[src/rtl/mtx_arb_wrr.sv]
`timescale 1ns/1ps
// ---------------------------------------------------------------------------
// mtx_arb_wrr
// Weighted, burst-holding matrix arbiter for N requesters. Priority is a
// least-recently-granted matrix. Each grant is a registered tenure that lasts
// up to max(weight,1) accepted beats. It ends early on ack&last, or it is
// aborted when the owner drops req while no beat is being accepted.
//
// Ports
//   clk     : clock, rising edge
//   rstn    : asynchronous active-low reset
//   req     : [N]     request per requester
//   wgt     : [N*WW]  per-requester weight, slice i = wgt[i*WW +: WW]
//   ack     : owner's beat accepted this cycle
//   last    : with ack, owner ends its burst on this beat
//   gnt     : [N]     registered one-hot grant
//   gnt_vld : registered |gnt
//   gnt_id  : [IW]    registered owner index, holds while idle
// ---------------------------------------------------------------------------
module mtx_arb_wrr #(
   parameter  int N  = 4,
   parameter  int WW = 4,
   localparam int IW = $clog2(N)
) (
   input  logic            clk,
   input  logic            rstn,
   input  logic [N-1:0]    req,
   input  logic [N*WW-1:0] wgt,
   input  logic            ack,
   input  logic            last,
   output logic [N-1:0]    gnt,
   output logic            gnt_vld,
   output logic [IW-1:0]   gnt_id
);

   typedef enum logic [0:0] {
      ST_IDLE = 1'b0,
      ST_OWN  = 1'b1
   } state_t;

   localparam logic [WW-1:0] CNT_ONE = {{(WW-1){1'b0}}, 1'b1};

   state_t                  state_r, state_s;
   logic [N-1:0]            gnt_r, gnt_s;
   logic [IW-1:0]           id_r, id_s;
   logic [WW-1:0]           cnt_r, cnt_s;
   logic                    vld_r;
   logic [N-1:0][N-1:0]     mtx_r, mtx_s;   // mtx[i][j]=1: i beats j

   logic [N-1:0]            pick_req_s;
   logic [N-1:0]            cand_s;
   logic [N-1:0]            pick_cand_s;
   logic                    owner_req_s;
   logic                    norm_end_s;
   logic                    abort_s;

   // Winner of candidate vector c: the set bit that no other set bit beats.
   function automatic logic [N-1:0] arb_pick(input logic [N-1:0] c,
                                             input logic [N-1:0][N-1:0] m);
      logic [N-1:0] pick;
      logic         beaten;
      pick = '0;
      for (int i = 0; i < N; i++) begin
         beaten = 1'b0;
         for (int j = 0; j < N; j++) begin
            if ((j != i) && c[j] && m[j][i]) begin
               beaten = 1'b1;
            end else begin
               beaten = beaten;
            end
         end
         pick[i] = c[i] & ~beaten;
      end
      return pick;
   endfunction

   // One-hot to binary index.
   function automatic logic [IW-1:0] oh2bin(input logic [N-1:0] oh);
      logic [IW-1:0] b;
      b = '0;
      for (int i = 0; i < N; i++) begin
         if (oh[i]) begin
            b = b | IW'(i);
         end else begin
            b = b;
         end
      end
      return b;
   endfunction

   // Credit loaded at tenure start; a zero weight still grants one beat.
   function automatic logic [WW-1:0] credit(input logic [N*WW-1:0] w,
                                            input logic [IW-1:0]   idx);
      logic [WW-1:0] v;
      v = w[idx*WW +: WW];
      if (v == '0) begin
         v = CNT_ONE;
      end else begin
         v = v;
      end
      return v;
   endfunction

   // Reset priority: lower index beats higher index.
   function automatic logic [N-1:0][N-1:0] mtx_init();
      logic [N-1:0][N-1:0] m;
      for (int i = 0; i < N; i++) begin
         for (int j = 0; j < N; j++) begin
            m[i][j] = (i < j);
         end
      end
      return m;
   endfunction

   // Arbitration inputs and tenure-end conditions.
   always_comb begin
      pick_req_s  = arb_pick(req, mtx_r);
      cand_s      = req & ~gnt_r;
      pick_cand_s = arb_pick(cand_s, mtx_r);
      owner_req_s = |(req & gnt_r);
      norm_end_s  = ack & ((cnt_r == CNT_ONE) | last);
      abort_s     = ~owner_req_s & ~ack;
   end

   // Next-state, grant, credit and priority-matrix update.
   always_comb begin
      state_s = state_r;
      gnt_s   = gnt_r;
      id_s    = id_r;
      cnt_s   = cnt_r;
      mtx_s   = mtx_r;
      case (state_r)
         ST_IDLE: begin
            if (|req) begin
               gnt_s   = pick_req_s;
               id_s    = oh2bin(pick_req_s);
               cnt_s   = credit(wgt, oh2bin(pick_req_s));
               state_s = ST_OWN;
            end else begin
               state_s = ST_IDLE;
            end
         end
         ST_OWN: begin
            if (norm_end_s | abort_s) begin
               // Owner drops to lowest priority; others keep their order.
               for (int i = 0; i < N; i++) begin
                  for (int j = 0; j < N; j++) begin
                     if (IW'(i) == id_r) begin
                        mtx_s[i][j] = 1'b0;
                     end else if (IW'(j) == id_r) begin
                        mtx_s[i][j] = 1'b1;
                     end else begin
                        mtx_s[i][j] = mtx_r[i][j];
                     end
                  end
               end
               if (|cand_s) begin
                  gnt_s   = pick_cand_s;
                  id_s    = oh2bin(pick_cand_s);
                  cnt_s   = credit(wgt, oh2bin(pick_cand_s));
                  state_s = ST_OWN;
               end else if (norm_end_s & owner_req_s) begin
                  cnt_s   = credit(wgt, id_r);
                  state_s = ST_OWN;
               end else begin
                  gnt_s   = '0;
                  cnt_s   = '0;
                  state_s = ST_IDLE;
               end
            end else if (ack) begin
               cnt_s = cnt_r - CNT_ONE;
            end else begin
               cnt_s = cnt_r;
            end
         end
         default: begin
            state_s = ST_IDLE;
            gnt_s   = '0;
            cnt_s   = '0;
         end
      endcase
   end

   // State, grant and priority registers.
   always_ff @(posedge clk or negedge rstn) begin
      if (!rstn) begin
         state_r <= ST_IDLE;
         gnt_r   <= '0;
         id_r    <= '0;
         cnt_r   <= '0;
         vld_r   <= 1'b0;
         mtx_r   <= mtx_init();
      end else begin
         state_r <= state_s;
         gnt_r   <= gnt_s;
         id_r    <= id_s;
         cnt_r   <= cnt_s;
         vld_r   <= |gnt_s;
         mtx_r   <= mtx_s;
      end
   end

   assign gnt     = gnt_r;
   assign gnt_vld = vld_r;
   assign gnt_id  = id_r;

endmodule

[config.mk]
export PLATFORM = sky130hd
export DESIGN_NAME = mtx_arb_wrr
export DESIGN_NICKNAME = d
export VERILOG_FILES = /design/src/rtl/mtx_arb_wrr.sv
export SDC_FILE = /design/constraint.sdc
export NUM_CORES = 1
export LEC_CHECK = 0
export BUFFER_PORTS_ARGS = -buffer_cell sky130_fd_sc_hd__buf_2
export CORE_MARGIN = 4
export CORE_UTILIZATION = 30
export CTS_CLUSTER_DIAMETER = 80
export DETAILED_ROUTE_END_ITERATION = 8
export SYNTH_ARGS = -nofsm -noshare
export SYNTH_HDL_FRONTEND = slang
export SYNTH_SLANG_ARGS = --single-unit
[constraint.sdc]
create_clock -name clk -period 6.5 [get_ports clk]
set_input_delay 1.3 -clock clk [delete_from_list [all_inputs] [get_ports clk]]
set_output_delay 1.3 -clock clk [all_outputs]
set_load 0.02 [all_outputs]
==> results.ini <==
[grt]
grt_pass1_wl_um=9780
grt_pass1_vias=1922
met1_usage=0.206
antenna_found_initial=0
grtUsageTotal=0.156
grt_max_degree=25
grt_overflow=0
gr-usage-met2=0.263
busiest_layer=met2
gr-usage-met3=0.0146

[yosys]
synth.cell_area_mm2=0.00200
ys_warn_count=0
synth.net_count=269
yosys-top-cells-area=dfrtp_1, dfstp_2, nand2_1
synthCells=239
ys_ff_latch=24
synth_top_area_frac=0.225
synth.most_common_cell=nand2_1
yosysUniqueCellTypes=52
synth.top_cells.by_count=nand2_1, a21oi_1, nor2_1
seq_area_frac_synth=0.304
synth_edf_count=0
yosysTopAreaCell=dfrtp_1
synth-async-reset-ratio=1.00
syn_area_per_cell_um2=8.37
yosys_most_used_dff=dfrtp_1

[worst_setup_path]
worstPathArrival_ps=3270
cp-end-kind=register
cp-start-kind=input pin
worstPathMaxFanout=11
reg2reg_from=cnt_r[1]
path_class=input pin to register
r2r_slack_ps=3940
cp.required_ps=6650
timing.rr.end=gnt_vld
reg2reg_depth=8

[floorplanning]
core_area_mm2=0.00642
die_x_um=89.7
die_height_um=89.7
row_count=29
ios=31
dieArea_mm2=0.00804
start_util=0.312

[cts]
clockBufferDepth=2
worstSkewPairLatency_ps=270
ctsHoldBuffers=0
numClockSinks=24
cts_buffers=3
cts_root_buf=clkbuf_8
clk_pin_slew_ps=90
htree_num_levels=1
post_cts_buffers=0
cts_resized=0
cts_tree=done

[layout]
final_util=0.353
n_fill_cell=651
fin_nets=295
fin_cells=341
synthToLayoutAreaGrowth_pct=13.3
drive_above_1_share=0.197
n_antenna_cell=0

[status]
status=complete, no violations

[detailed_routing]
wl_um=5860
num_vias=2006
routedWlPerCell_um=17.2
drc=0
drt-initial-drc-count=148
dr.pass1.iters=5
viasPerCell=5.88
ant_nets=0

[min_path]
hp-class=register to register
min-delay-start=mtx_r[6]
hold_path_end=mtx_r[6]
hold_depth=2

[sta]
whs_ps=483
setup_viol=0
worstMarginPinSlew_ps=659
maxSlewHeadroom=0.561
final.min_clock_period_ps=3120
rsz0062_at_grt=false
max_freq_mhz=321
slew_violations=0
fin_skew_ps=3.21
fin_crit_sh=0.480
finalSetupTns_ps=0
timing_hold_violations_final=0

[place]
finalWeightedCongestion=0.989
numPlacedInstances=337
portBuffers=30
dp_hpwl_um=4650

[pwr]
total_power_w=0.00103
p_leak_nw=0.978
power_density_mw_per_mm2=455
ir_drop_v=0.000218

[job]
max_cap_viol_count=0

-- through the flow --
step	cell area [µm²]	setup WS [ps]
2_1_floorplan	2000	3280
3_3_place_gp	2200	3150
3_5_place_dp	2200	3110
4_1_cts	2270	3400
5_1_grt	2270	3230
6_report	2270	3380
-- where the power goes --
| part | total (W) | switching, W | internal, W | leakage, nW |
|---|---|---|---|---|
| Sequential | 0.000326 | 0.0000948 | 0.000231 | 0.274 |
| Combinational | 0.000573 | 0.000329 | 0.000244 | 0.668 |
| Clock | 0.000133 | 0.0000510 | 0.0000824 | 0.0357 |
-- worst max-delay path, stage by stage --
cell and delay [ps]:
buf_2 190, nor2b_1 290, or4_4 240, a2bb2oi_1 240, o22ai_1 160, a221o_1 390, or4_1 470
-- cells by family (layout without fill, tap and decap cells) --
| kind of cell | count (synthesis) | count (layout) | share of synthesized area |
|---|---|---|---|
| adders and majority gates | 6 | 6 | 0.0375 |
| buffers and inverters | 19 | 44 | 0.0463 |
| muxes | 9 | 9 | 0.0700 |
| xor gates and xnor gates | 2 | 2 | 0.00876 |
| AOI/OAI and AO/OA | 70 | 70 | 0.231 |
| DFF | 24 | 24 | 0.304 |
| and+or+nand+nor | 109 | 109 | 0.302 |
-- worst max path at each step --
| stage | end | slack (ps) | depth (start not counted) | start |
|---|---|---|---|---|
| global placement | gnt_vld | 3150 | 7 | req[1] |
| CTS | gnt_vld | 3400 | 7 | req[1] |
| global route | gnt_vld | 3230 | 7 | req[1] |
| finish | gnt_vld | 3380 | 7 | req[1] |
| floorplan | gnt_vld | 3280 | 8 | req[2] |
| detailed placement | gnt_vld | 3110 | 7 | req[1] |
-- placed cells by master, fill, tap and decap left out, types with 4 or more instances in the layout --
| cell type | instances |
|---|---|
| a211oi_1 | 5 |
| a21oi_1 | 19 |
| a221o_1 | 6 |
| a22oi_1 | 4 |
| a31oi_1 | 5 |
| and3_1 | 5 |
| and4_1 | 6 |
| buf_2 | 30 |
| dfrtp_1 | 18 |
| dfstp_2 | 6 |
| ha_1 | 6 |
| inv_1 | 8 |
| mux2i_1 | 5 |
| mux4_2 | 4 |
| nand2_1 | 28 |
| nand3_1 | 15 |
| nand3b_1 | 9 |
| nand4_1 | 5 |
| nor2_1 | 19 |
| nor3_1 | 5 |
| o211ai_1 | 5 |
| o21ai_0 | 9 |
-- sequential cells by signal (all words and copies together), names as in the netlist --
register / flops
state_r: 1
cnt_r: 4
gnt_vld: 1
gnt: 4
mtx_r: 12
gnt_id: 2
-- final cells by class --
type / instances / area, µm² / area share
Clock buffer: 3 / 41.3 / 0.0182
Clock inverter: 1 / 30.0 / 0.0132
Inverter: 9 / 33.8 / 0.0149
Multi-Input combinational cell: 196 / 1300 / 0.573
Sequential cell: 24 / 608 / 0.268
Tap cell: 77 / 96.3 / 0.0425
Timing Repair Buffer: 31 / 158 / 0.0695
-- per-layer routing --
layer / up-vias / routed length [µm] / part of all wire
li1: 965 / - / -
met1: 950 / 2510 / 0.43
met2: 75 / 2830 / 0.48
met3: 16 / 361 / 0.062
met4: 0 / 159 / 0.027
met5: - / 0 / 0
Note: power is estimated with default switching activity, not from simulation.
